[src/rtl/reg_scoreboard_pkg.sv]
// Shared CPU-side definitions for the register scoreboard: default register-file
// geometry and the busy-counter update encoding.
package reg_scoreboard_pkg;

  localparam int DEFAULT_ADDR_W   = 5;
  localparam bit DEFAULT_ZERO_REG = 1'b1;

  typedef enum logic [1:0] {
    CNT_HOLD = 2'd0,
    CNT_INC  = 2'd1,
    CNT_DEC  = 2'd2
  } cnt_op_e;

endpackage

[src/rtl/reg_scoreboard_bin_onehot_dec.sv]
// Binary index to one-hot mask decoder with enable; optionally treats index 0
// as a hardwired register that never produces a mask bit.
module bin_onehot_dec
  import reg_scoreboard_pkg::*;
#(
  parameter int ADDR_W   = DEFAULT_ADDR_W,
  parameter bit ZERO_REG = DEFAULT_ZERO_REG
) (
  input  logic                     en,
  input  logic [ADDR_W-1:0]        addr,
  output logic [(2**ADDR_W)-1:0]   mask
);

  localparam int NREG = 2**ADDR_W;

  logic addr_zero_s;

  assign addr_zero_s = ZERO_REG && (addr == {ADDR_W{1'b0}});

  // One-hot decode, suppressed when disabled or for the hardwired zero register
  always_comb begin
    mask = {NREG{1'b0}};
    if (en && !addr_zero_s) begin
      mask[addr] = 1'b1;
    end else begin
      mask = {NREG{1'b0}};
    end
  end

endmodule

[src/rtl/reg_scoreboard.sv]
// Register scoreboard: tracks destination registers with a pending write,
// stalls WAW issues, flags RAW hazards on two sources and bad retires.
module reg_scoreboard
  import reg_scoreboard_pkg::*;
#(
  parameter int ADDR_W   = DEFAULT_ADDR_W,
  parameter bit ZERO_REG = DEFAULT_ZERO_REG
) (
  input  logic                    clk,
  input  logic                    rst,
  input  logic                    iss_valid,
  input  logic [ADDR_W-1:0]       iss_addr,
  output logic                    iss_ready,
  input  logic                    ret_valid,
  input  logic [ADDR_W-1:0]       ret_addr,
  input  logic [ADDR_W-1:0]       rs1_addr,
  input  logic [ADDR_W-1:0]       rs2_addr,
  output logic                    rs1_hazard,
  output logic                    rs2_hazard,
  output logic [(2**ADDR_W)-1:0]  busy,
  output logic [ADDR_W:0]         busy_cnt,
  output logic                    err_ret
);

  localparam int             NREG    = 2**ADDR_W;
  localparam logic [ADDR_W:0] CNT_MAX = (ADDR_W+1)'(NREG);
  localparam logic [ADDR_W:0] CNT_ONE = {{ADDR_W{1'b0}}, 1'b1};

  logic [NREG-1:0] busy_q, busy_d;
  logic [ADDR_W:0] busy_cnt_q, busy_cnt_d;
  logic            err_ret_q, err_ret_d;

  logic [NREG-1:0] fire_mask_s;
  logic [NREG-1:0] ret_mask_s;
  logic [NREG-1:0] valid_ret_mask_s;
  logic            fire_s;
  logic            fire_eff_s;
  logic            ret_eff_s;
  logic            iss_zero_s;
  logic            ret_zero_s;
  logic            rs1_zero_s;
  logic            rs2_zero_s;
  cnt_op_e         cnt_op_s;

  assign iss_zero_s = ZERO_REG && (iss_addr == {ADDR_W{1'b0}});
  assign ret_zero_s = ZERO_REG && (ret_addr == {ADDR_W{1'b0}});
  assign rs1_zero_s = ZERO_REG && (rs1_addr == {ADDR_W{1'b0}});
  assign rs2_zero_s = ZERO_REG && (rs2_addr == {ADDR_W{1'b0}});

  // WAW stall from current state only; a same-cycle retire does not bypass
  assign iss_ready = !rst && (iss_zero_s || !busy_q[iss_addr]);
  assign fire_s    = iss_valid && iss_ready;

  bin_onehot_dec #(
    .ADDR_W   (ADDR_W),
    .ZERO_REG (ZERO_REG)
  ) u_iss_dec (
    .en   (fire_s),
    .addr (iss_addr),
    .mask (fire_mask_s)
  );

  bin_onehot_dec #(
    .ADDR_W   (ADDR_W),
    .ZERO_REG (ZERO_REG)
  ) u_ret_dec (
    .en   (ret_valid),
    .addr (ret_addr),
    .mask (ret_mask_s)
  );

  assign valid_ret_mask_s = ret_mask_s & busy_q;
  assign fire_eff_s       = |fire_mask_s;
  assign ret_eff_s        = |valid_ret_mask_s;

  assign rs1_hazard = !rs1_zero_s && busy_q[rs1_addr];
  assign rs2_hazard = !rs2_zero_s && busy_q[rs2_addr];

  // Next busy vector and retire-error flag
  always_comb begin
    busy_d    = (busy_q & ~valid_ret_mask_s) | fire_mask_s;
    err_ret_d = 1'b0;
    if (ret_valid && !ret_zero_s && !busy_q[ret_addr]) begin
      err_ret_d = 1'b1;
    end else begin
      err_ret_d = 1'b0;
    end
  end

  // Classify the counter update; issue and retire together cancel out
  always_comb begin
    cnt_op_s = CNT_HOLD;
    case ({fire_eff_s, ret_eff_s})
      2'b10:   cnt_op_s = CNT_INC;
      2'b01:   cnt_op_s = CNT_DEC;
      default: cnt_op_s = CNT_HOLD;
    endcase
  end

  // Saturating incremental counter so it can never wrap
  always_comb begin
    busy_cnt_d = busy_cnt_q;
    case (cnt_op_s)
      CNT_INC: begin
        if (busy_cnt_q < CNT_MAX) begin
          busy_cnt_d = busy_cnt_q + CNT_ONE;
        end else begin
          busy_cnt_d = busy_cnt_q;
        end
      end
      CNT_DEC: begin
        if (busy_cnt_q != {(ADDR_W+1){1'b0}}) begin
          busy_cnt_d = busy_cnt_q - CNT_ONE;
        end else begin
          busy_cnt_d = busy_cnt_q;
        end
      end
      default: busy_cnt_d = busy_cnt_q;
    endcase
  end

  // State registers; reset overrides any same-cycle issue or retire
  always_ff @(posedge clk) begin
    if (rst) begin
      busy_q     <= {NREG{1'b0}};
      busy_cnt_q <= {(ADDR_W+1){1'b0}};
      err_ret_q  <= 1'b0;
    end else begin
      busy_q     <= busy_d;
      busy_cnt_q <= busy_cnt_d;
      err_ret_q  <= err_ret_d;
    end
  end

  assign busy     = busy_q;
  assign busy_cnt = busy_cnt_q;
  assign err_ret  = err_ret_q;

endmodule

[config.mk]
export PLATFORM = sky130hd
export DESIGN_NAME = reg_scoreboard
export DESIGN_NICKNAME = d
export VERILOG_FILES = /design/src/rtl/reg_scoreboard_pkg.sv /design/src/rtl/reg_scoreboard_bin_onehot_dec.sv /design/src/rtl/reg_scoreboard.sv
export SDC_FILE = /design/constraint.sdc
export NUM_CORES = 1
export LEC_CHECK = 0
export ABC_AREA = 1
export CAP_MARGIN = 15
export CORE_MARGIN = 5
export CORE_UTILIZATION = 29
export CTS_CLUSTER_SIZE = 40
export DETAILED_ROUTE_END_ITERATION = 7
export SLEW_MARGIN = 20
export SYNTH_ARGS = -nofsm -noshare
export SYNTH_HDL_FRONTEND = slang
export SYNTH_SLANG_ARGS = --single-unit
[constraint.sdc]
create_clock -name clk -period 3.3 [get_ports clk]
set_input_delay 0.33 -clock clk [delete_from_list [all_inputs] [get_ports clk]]
set_output_delay 0.33 -clock clk [all_outputs]
set_load 0.05 [all_outputs]
==> run_results.csv <==
group,metric,value,unit
routing,drt-total-wl,13500,microns
cts,cts.sinks,39,
routing,drt-initial-drc-count,486,
die,boundaryPins,66,
logic_synthesis,synthFlopType,"dfxtp_1",
die,fp.coreArea,11300,sq um
global_routing,grt_first_pass_wirelength,21400,microns
timing,rsz0062_at_grt,"false",
setup_path,path_class,"input pin to flop",
routing,wl_per_cell,16.7,microns
global_routing,grt_max_degree,34,
layout,design.final.nets,694,
min_path,worstHoldPathType,"flop to flop",
cts,clk_pin_slew_worst_paths,60,ps
timing,finalMaxSlewViolations,0,
die,initial_core_util,29.3,%
logic_synthesis,yosysWarnings,0,
cts,cts_tree,"yes",
setup_path,worstPathRequired,3480,ps
logic_synthesis,syn_area,3320,sq um
layout,final_common_cell,"nand2_1",
global_routing,grt_util_all_layers,20.0,%
routing,vias_per_cell,5.30,
global_routing,overflow,0,
die,die_y,117,microns
layout,n_antenna_cell,0,
setup_path,cpMaxStageDelayCell,"clkdlybuf4s50_1",
setup_path,crit_path_start_kind,"input pin",
global_routing,grt_pass1_vias,4204,
setup_path,max_stage_delay,530,ps
layout,fill_cells,1234,
layout,area_growth,40.0,%
timing,fin_crit,2950,ps
cts,clock_path_buffers,2,
die,dieArea,13700,sq um
logic_synthesis,ys_seq_area_share,23.5,%
cts,clk_latency,290,ps
cts,root_buffer,"clkbuf_16",
timing,finClkSkew,4.06,ps
logic_synthesis,synthCells,567,
timing,worst_pin_slew,696,ps
placement,place_hpwl,10600,microns
cts,h-tree-depth,2,
timing,finalCritPeriodShare,89.5,%
setup_path,crit_path_cell_trace,"clkdlybuf4s50_1, buf_4, nand4_1, nor2_1, nand2_1, nand2_1, nor2_1, nand2_1, nor2_2, nand2_2, nand2_1, inv_1, ha_1, a21oi_1, nand2_1, a21oi_1, inv_1, a21oi_1, nand3_1, nand2_1, nand3_1, nand2_1, nor2_1",
logic_synthesis,yosys.area.top_type,"dfxtp_1",
cts,numCtsBuffers,5,
setup_path,critical_path_arrival,3140,ps
timing,setup_viol,0,
logic_synthesis,synthTopCellsByArea,"dfxtp_1 (24%), nand2_1 (16%), nand3_1 (10%)",
timing,holdWs,528,ps
layout,fin_util,41.0,%
layout,multi_input_area,2200,sq um
timing,max_clock_freq,339,MHz
die,std_cell_rows,39,
layout,layout_common_cells,"nand2_1 (141), o21ai_0 (69), nand3_1 (69), a21oi_1 (66), clkdlybuf4s50_1 (56)",
power,irDropWorstVdd,216,uV
logic_synthesis,async_reset_ff_share,0,%
logic_synthesis,syn_nets,596,
routing,via_count,4286,
logic_synthesis,syn_avg_cell_area,5.85,sq um
power,p_per_area,300,nW/um^2
logic_synthesis,synth_edf_count,0,
logic_synthesis,ys_types,36,
run,cap_violations,0,
placement,numPortBuffers,65,
die,die_x,117,microns
routing,remaining_drc_errors,0,
global_routing,antenna_found_initial,0,
power,power_leakage,2.02,nW
logic_synthesis,ys_ff_latch,39,
routing,dr.pass1.iters,6,
setup_path,path_max_fanout,6,
layout,drive_above_1_share,13.7,%
timing,hold_viol,0,
status,run_status,"finished clean",
setup_path,setup.worst_path.end_class,"flop",
setup_path,cpMostUsedCell,"nand2_1",
timing,relSlewSlack,53.4,%
routing,drtAntennaViolNets,0,
placement,globalplace.congestion,0.937,
logic_synthesis,yosys.area.top_type_share,23.5,%
layout,regArea,781,sq um
synth_stat cells, drive strengths merged, types with 2 or more instances:
cell type and count:
buf 12, clkbuf 13, dfxtp 39, nor4 2
a22oi 2, o211ai 4, a32oi 2, xor2 3
inv 57, ha 4, nor2 43, a21oi 66
nor3 11, nand2 146, o21ai 78, a31oi 2
nand4 8, nand3 71
kinds of logic (layout without fill, tap and decap cells):
group / Yosys count / after routing / share of synthesized area (%)
buffers and inverters: 83 / 182 / 11.3
xor gates and xnor gates: 3 / 3 / 0.793
AOI/OAI and AO/OA: 156 / 156 / 24.6
and+or+nand+nor: 281 / 281 / 37.6
DFF: 39 / 39 / 23.5
adders and majority gates: 5 / 5 / 2.11
worst paths after layout:
path	to	slack [ps]	cells past startpoint	from
setup / recovery	busy_cnt[5]$_SDFFE_PP0P_	350	23	ret_addr[4]
hold / removal	busy[0]$_SDFF_PP0_	530	2	busy[0]$_SDFF_PP0_
setup reg to reg	busy_cnt[5]$_SDFFE_PP0P_	650	23	busy[19]$_SDFF_PP0_
hold reg to reg	busy[0]$_SDFF_PP0_	530	2	busy[0]$_SDFF_PP0_
area by class of cell:
cell class | instances | area share [%]
tap | 143 | 3.85
clock buffer | 6 | 2.99
timing repair buffer | 115 | 23.1
timing repair inverter | 1 | 0.108
multi-input combinational | 445 | 47.5
clock inverter | 2 | 0.755
sequential | 39 | 16.8
inverter | 58 | 4.93
stage by stage:
step	instances	total power, W	setup slack (ps)	TNS (ps)	area (sq um)
after global routing	809	0.00145	14.5	0	4640
after detailed placement	799	0.000818	-60.9	-60.9	4390
after CTS	807	0.00139	220	0	4560
after floorplan	567	0.000680	513	0	3320
final	809	0.00139	347	0	4640
after global placement	799	0.000817	-49.6	-49.6	4390
layer usage:
metal	up-vias	GRT usage, %	routed length (microns)
met2	185	33.3	6270
met4	0	8.94	589
met1	1952	25.5	5630
met5	-	0	0
met3	39	2.98	1040
li1	2110	-	-
critical path: cells and delay by family:
family	cells	cell delay, ps
AOI/OAI and AO/OA	3	440
buffers and inverters	4	860
and+or+nand+nor	15	1240
adders and majority gates	1	270
power by group:
| group | switching, W | internal, W |
|---|---|---|
| registers | 0.0000117 | 0.000479 |
| clock network | 0.000201 | 0.000376 |
| logic | 0.000207 | 0.000120 |
| total | 0.000420 | 0.000975 |
sequential cells by signal, indices dropped and copies added (netlist names):
signal,cells
busy,32
busy_cnt,6
err_ret,1
repair_timing:
action                                  in CTS  in global routing
buffers inserted                             0                  1
endpoints found under the setup margin       0                  1
resized for setup                            0                 18
hold buffers                                 0                  0
No activity file was read; power rests on OpenSTA's default activity.
